===== src/rtl/trig_pulse_shaper_pkg.sv =====
// rtl/trig_pulse_shaper_pkg.sv - shared types and helpers for the trigger pulse shaper
//
// Purpose: state encodings for the burst sequencer (the TPS_* constants that
// sit next to the other trace defines) and the saturating miss-count helper.

package trig_pulse_shaper_pkg;

    typedef enum logic [2:0] {
        TPS_IDLE  = 3'd0,
        TPS_DELAY = 3'd1,
        TPS_PULSE = 3'd2,
        TPS_GAP   = 3'd3,
        TPS_HOLD  = 3'd4
    } tps_state_t;

    localparam logic [7:0] MISSED_MAX = 8'hFF;

    function automatic logic [7:0] sat_inc8(input logic [7:0] v);
        return (v == MISSED_MAX) ? v : v + 8'd1;
    endfunction

endpackage


===== src/rtl/trig_pulse_shaper.sv =====
// rtl/trig_pulse_shaper.sv - shapes the trace trigger into a delayed pulse burst with holdoff
//
// Purpose: on each accepted rising edge of I_trig emit an optional delay, then
// 1..N pulses of programmable width and gap, then a holdoff window. Edges seen
// while a burst or holdoff is running are counted as missed.
//
// Ports:
//   fe_clk        front-end clock
//   fpga_reset_n  asynchronous active-low reset
//   I_trig        trigger level, synchronous to fe_clk
//   I_enable      block enable; low aborts any activity
//   I_delay       cycles from edge detection to the first pulse
//   I_width       pulse high time (0 treated as 1)
//   I_gap         low time between pulses (0 treated as 1)
//   I_num         pulses per burst (0 treated as 1)
//   I_holdoff     dead cycles after the last pulse (0 allowed)
//   I_missed_clr  synchronous clear of O_missed
//   O_trig_out    shaped trigger, registered
//   O_busy        high whenever the sequencer is not idle, registered
//   O_missed      saturating count of ignored trigger edges

module trig_pulse_shaper
    import trig_pulse_shaper_pkg::*;
#(
    parameter int pCNT_WIDTH = 16,
    parameter int pNUM_WIDTH = 8
) (
    input  logic                  fe_clk,
    input  logic                  fpga_reset_n,
    input  logic                  I_trig,
    input  logic                  I_enable,
    input  logic [pCNT_WIDTH-1:0] I_delay,
    input  logic [pCNT_WIDTH-1:0] I_width,
    input  logic [pCNT_WIDTH-1:0] I_gap,
    input  logic [pNUM_WIDTH-1:0] I_num,
    input  logic [pCNT_WIDTH-1:0] I_holdoff,
    input  logic                  I_missed_clr,
    output logic                  O_trig_out,
    output logic                  O_busy,
    output logic [7:0]            O_missed
);

    localparam logic [pCNT_WIDTH-1:0] CNT_ONE = pCNT_WIDTH'(1);
    localparam logic [pNUM_WIDTH-1:0] NUM_ONE = pNUM_WIDTH'(1);

    tps_state_t            state, state_nx;
    logic [pCNT_WIDTH-1:0] cnt, cnt_nx;
    logic [pCNT_WIDTH-1:0] width_l, width_nx;
    logic [pCNT_WIDTH-1:0] gap_l, gap_nx;
    logic [pCNT_WIDTH-1:0] hold_l, hold_nx;
    logic [pNUM_WIDTH-1:0] pulses, pulses_nx;
    logic                  trig_prev;
    logic                  trig_edge;
    logic                  miss;

    logic [pCNT_WIDTH-1:0] width_eff, gap_eff;
    logic [pNUM_WIDTH-1:0] num_eff;

    assign trig_edge = I_trig & ~trig_prev;
    assign miss      = trig_edge & I_enable & (state != TPS_IDLE);

    // Zero-substitution happens here so the latched values are always >= 1.
    assign width_eff = (I_width == '0) ? CNT_ONE : I_width;
    assign gap_eff   = (I_gap   == '0) ? CNT_ONE : I_gap;
    assign num_eff   = (I_num   == '0) ? NUM_ONE : I_num;

    // The shared down-counter holds "cycles remaining in this phase minus one",
    // so a phase ends in the cycle where it reads zero.
    always_comb begin
        state_nx  = state;
        cnt_nx    = cnt;
        width_nx  = width_l;
        gap_nx    = gap_l;
        hold_nx   = hold_l;
        pulses_nx = pulses;

        case (state)
            TPS_IDLE: begin
                if (trig_edge && I_enable) begin
                    width_nx  = width_eff;
                    gap_nx    = gap_eff;
                    hold_nx   = I_holdoff;
                    pulses_nx = num_eff;
                    if (I_delay != '0) begin
                        state_nx = TPS_DELAY;
                        cnt_nx   = I_delay - CNT_ONE;
                    end else begin
                        state_nx = TPS_PULSE;
                        cnt_nx   = width_eff - CNT_ONE;
                    end
                end
            end
            TPS_DELAY: begin
                if (cnt == '0) begin
                    state_nx = TPS_PULSE;
                    cnt_nx   = width_l - CNT_ONE;
                end else begin
                    cnt_nx = cnt - CNT_ONE;
                end
            end
            TPS_PULSE: begin
                if (cnt == '0) begin
                    if (pulses > NUM_ONE) begin
                        state_nx  = TPS_GAP;
                        cnt_nx    = gap_l - CNT_ONE;
                        pulses_nx = pulses - NUM_ONE;
                    end else if (hold_l != '0) begin
                        state_nx = TPS_HOLD;
                        cnt_nx   = hold_l - CNT_ONE;
                    end else begin
                        state_nx  = TPS_IDLE;
                        pulses_nx = '0;
                    end
                end else begin
                    cnt_nx = cnt - CNT_ONE;
                end
            end
            TPS_GAP: begin
                if (cnt == '0) begin
                    state_nx = TPS_PULSE;
                    cnt_nx   = width_l - CNT_ONE;
                end else begin
                    cnt_nx = cnt - CNT_ONE;
                end
            end
            TPS_HOLD: begin
                if (cnt == '0) begin
                    state_nx  = TPS_IDLE;
                    pulses_nx = '0;
                end else begin
                    cnt_nx = cnt - CNT_ONE;
                end
            end
            default: begin
                state_nx = TPS_IDLE;
            end
        endcase

        // Enable low overrides everything, including a fresh edge in IDLE.
        if (!I_enable) begin
            state_nx  = TPS_IDLE;
            cnt_nx    = '0;
            pulses_nx = '0;
        end
    end

    always_ff @(posedge fe_clk or negedge fpga_reset_n) begin
        if (!fpga_reset_n) begin
            state      <= TPS_IDLE;
            cnt        <= '0;
            width_l    <= '0;
            gap_l      <= '0;
            hold_l     <= '0;
            pulses     <= '0;
            trig_prev  <= 1'b1;   // a level already high at reset release is not an edge
            O_trig_out <= 1'b0;
            O_busy     <= 1'b0;
            O_missed   <= '0;
        end else begin
            state      <= state_nx;
            cnt        <= cnt_nx;
            width_l    <= width_nx;
            gap_l      <= gap_nx;
            hold_l     <= hold_nx;
            pulses     <= pulses_nx;
            trig_prev  <= I_trig;
            // Outputs are registered from the next state so they track the state register exactly.
            O_trig_out <= (state_nx == TPS_PULSE);
            O_busy     <= (state_nx != TPS_IDLE);
            if (I_missed_clr) begin
                O_missed <= '0;
            end else if (miss) begin
                O_missed <= sat_inc8(O_missed);
            end
        end
    end

endmodule

===== config.mk =====
export PLATFORM = sky130hd
export DESIGN_NAME = trig_pulse_shaper
export DESIGN_NICKNAME = d
export VERILOG_FILES = /design/src/rtl/trig_pulse_shaper_pkg.sv /design/src/rtl/trig_pulse_shaper.sv
export SDC_FILE = /design/constraint.sdc
export NUM_CORES = 1
export LEC_CHECK = 0
export BUFFER_PORTS_ARGS = -buffer_cell sky130_fd_sc_hd__buf_2
export CORE_MARGIN = 2
export CORE_UTILIZATION = 30
export DETAILED_ROUTE_END_ITERATION = 8
export GPL_ROUTABILITY_DRIVEN = 0
export SKIP_LAST_GASP = 1
export SYNTH_ARGS = -nofsm -noshare
export SYNTH_HDL_FRONTEND = slang
export SYNTH_SLANG_ARGS = --single-unit

===== constraint.sdc =====
create_clock -name fe_clk -period 4 [get_ports fe_clk]
set_clock_uncertainty 0.1 [all_clocks]
set_input_delay 0.2 -clock fe_clk [delete_from_list [all_inputs] [get_ports fe_clk]]
set_output_delay 0.2 -clock fe_clk [all_outputs]
set_load 0.02 [all_outputs]

==> results.yml <==
clocking:
  clk_pin_slew_ns: 0.06
  cts_tree: "yes"
  post_cts_buffers: 0
  worstSkewPairLatency_ns: 0.36
  cts-root-buf: "clkbuf_16"
  cts.sinks: 86
  cts_max_path_buffers: 2
  cts_buffers: 9
  cts.htree.levels: 3
yosys:
  synth_fa_ha_area_share_pct: 1.435
  synth.area.mux_share_pct: 10.27
  synth_edf_count: 0
  synth_top_family_by_area: "simple AND/OR/NAND/NOR gates"
  seq_area_frac_synth_pct: 35.28
  synthFlopType: "dfrtp_1"
  syn_avg_cell_area_um2: 9.096
  synth_area_leaders: "dfrtp_1, mux2_2, xor2_1, nor2_1, xnor2_1"
  ys_types: 78
  synth_most_common_cell: "dfrtp_1"
  syn-cell-area_um2: 6103
  syn_nets: 755
  synth_compound_area_share_pct: 19.48
  async_flop_share_pct: 100.0
  synth_top_area_share_pct: 34.85
  yosys_warnings: 0
  ys_ff_latch: 86
  synthXorXnorAreaFrac_pct: 7.749
  yosys.area_share.simple_pct: 22.65
  ys_top_cells_by_count: "dfrtp_1, nor2_1, mux2_2, nand2_1, xor2_1"
  yosys.area.top_type: "dfrtp_1"
  syn-instance-count: 671
routing:
  drt_first_iter_violations: 421
  drcViolationCount: 0
  wl_per_cell_um: 17.75
  via_per_inst: 5.511
  firstDrtPassIters: 5
  routed-via-count: 5792
  drt-total-wl_um: 18660
  ant_nets: 0
critical_path:
  critPathCaptureType: "flip-flop"
  crit_buf_inv: 1
  worstSetupStartpointType: "flip-flop"
  arrival_ns: 3.95
  crit_chain: "or4_1 -> nor3_2 -> buf_4 -> mux2i_2 -> ha_2 -> or4b_2 -> nor4_2 -> a32oi_1 -> xor2_1 -> o22ai_1 -> nand2_1 -> a32o_1"
  required_ns: 4.14
  crit_family: "simple AND/OR/NAND/NOR gates"
  critPathMaxFanout: 7
  worst_path_max_delay_cell: "or4b_2"
  path_class: "flip-flop to flip-flop"
  cp_slowest_stage_delay_ns: 0.70
place:
  io_buffers: 86
  dp_hpwl_um: 14170
  place_area_um2: 6884
die:
  dieArea_um2: 21500
  die_h_um: 146.6
  floorplan.die.width_um: 146.6
  initial_core_util_pct: 30.36
  rows: 52
  ios: 87
  fp.coreArea_um2: 20100
timing:
  fin_crit_sh_pct: 95.13
  hold_viol_final: 0
  rsz0062_at_grt: "true"
  holdWs_ns: 0.005892
  tightest_slew_ns: 0.8281
  slew_violations: 0
  fin_crit_ns: 3.805
  timing.slew.headroom_pct: 44.49
  clock.fmax_ghz: 0.2628
  setup_viol: 0
final_layout:
  final_area_um2: 7473
  diodes: 0
  area_growth_pct: 22.45
  nNetsFinal: 861
  drive_above_1_share_pct: 25.22
run_status:
  status: "complete, no violations"
flow_run:
  drv_cap: 0
power_and_ir_drop:
  p_sw_w: 0.002387
  p_comb_share_pct: 50.8
  p_seq_share_pct: 32.1
  cellLeakagePower_nw: 3.042
  irDropWorstVdd_mv: 0.2964
  cellPowerDensity_nw_per_um2: 721.0
  pwr-share-clk_pct: 17.1
  intPower_w: 0.003002
  swShare_pct: 44.29
grt:
  antenna_found_initial: 0
  grt.total_usage_pct: 17.82
  gr-total-overflow: 0
  grt_pass1_vias: 5664
  grt_pass1_wl_um: 30560
  grt_max_degree: 58
worst_hold_path:
  hp-class: "input port to flip-flop"
[metal layers]
| metal | wire (µm) | GRT usage [%] | vias up |
|---|---|---|---|
| li1 | - | - | 2782 |
| met1 | 8203 | 23.35 | 2797 |
| met2 | 8909 | 29.15 | 172 |
| met3 | 925 | 2.625 | 41 |
| met4 | 620 | 8.010 | 0 |
| met5 | 0 | 0 | - |
[placed cells by master (no fill, tap or decap), types with 23 or more instances in the layout]
master	n
dfrtp_1	85
buf_2	85
nor2_1	62
mux2_2	45
nand2_1	42
xor2_1	35
a21oi_1	29
nor3_1	23
o21ai_0	23
dlygate4sd3_1	23
[through the flow]
stage / TNS, ns / instances / utilization (%) / power, W / setup WS, ns
2_1_floorplan: 0 / 671 / - / 0.003549 / 0.1061
3_3_place_gp: 0 / 1013 / 34.24 / 0.004352 / 0.1151
3_5_place_dp: 0 / 1013 / 34.24 / 0.004383 / 0.01796
4_1_cts: 0 / 1051 / 37.03 / 0.005344 / 0.02983
5_1_grt: -0.01990 / 1051 / 37.17 / 0.005797 / -0.01990
6_report: 0 / 1051 / 37.17 / 0.005389 / 0.1947
[sequential cells by signal, summed over array words and instances, names as in the netlist]
name        count
width_l        16
gap_l          16
cnt            16
hold_l         16
O_busy          1
pulses          8
O_missed        8
state           3
O_trig_out      1
trig_prev       1
[timing repair]
item | in CTS | in global routing
gates resized for setup | 1 | 6
endpoints found under the hold margin | 78 | 0
setup endpoints to repair | 1 | 4
hold buffers | 23 | 0
[cell type report]
cell class | count | area (µm²)
clock inverters | 3 | 67.56
inverters | 16 | 60.06
repair buffers | 127 | 798.3
well taps | 270 | 337.8
clock buffers | 12 | 256.5
fillers | 2020 | 12630
flip-flops and latches | 86 | 2153
multi-input cells | 537 | 3800
[worst register-to-register path, delay by kind of cell, from the launching register on]
family / cells / cell delay (ns)
AND/OR/NAND/NOR: 5 / 1.74
AO/OA/AOI/OAI: 3 / 0.56
flip-flops: 1 / 0.45
multiplexers: 1 / 0.26
adder cells (fa/ha/maj): 1 / 0.26
buffers and inverters: 1 / 0.17
XOR/XNOR: 1 / 0.16
[cell families (layout without fill, tap and decap cells)]
kind of cell	count (synthesis)	count (layout)
AOI/OAI and AO/OA	167	167
xor gates and xnor gates	54	54
adders and majority gates	7	7
buffers and inverters	48	158
DFF	86	86
muxes	57	57
and+or+nand+nor	252	252
[power groups by stage]
stage | registers, W | clock network (W) | logic, W
3_3_place_gp | 0.00173 | 0 | 0.00263
3_5_place_dp | 0.00173 | 0 | 0.00265
5_1_grt | 0.00180 | 0.000972 | 0.00302
6_report | 0.00173 | 0.000921 | 0.00274
4_1_cts | 0.00172 | 0.000939 | 0.00269
2_1_floorplan | 0.00154 | 0 | 0.00200
[path summary, 6_finish.rpt]
path                                       start                 endpoint  slack, ns  cells past startpoint
max in group asynchronous           fpga_reset_n      trig_prev$_DFF_PN1_       2.52                      3
min                                    I_gap[15]    gap_l[15]$_DFFE_PN0P_      0.006                      2
max reg2reg                pulses[4]$_DFFE_PN0P_      cnt[14]$_DFFE_PN0P_       0.19                     12
max                        pulses[4]$_DFFE_PN0P_      cnt[14]$_DFFE_PN0P_       0.19                     12
min in group asynchronous           fpga_reset_n  O_missed[3]$_DFFE_PN0P_       0.36                      2
min reg2reg                pulses[1]$_DFFE_PN0P_    pulses[1]$_DFFE_PN0P_       0.45                      1
Note: power is estimated with default switching activity, not from simulation.
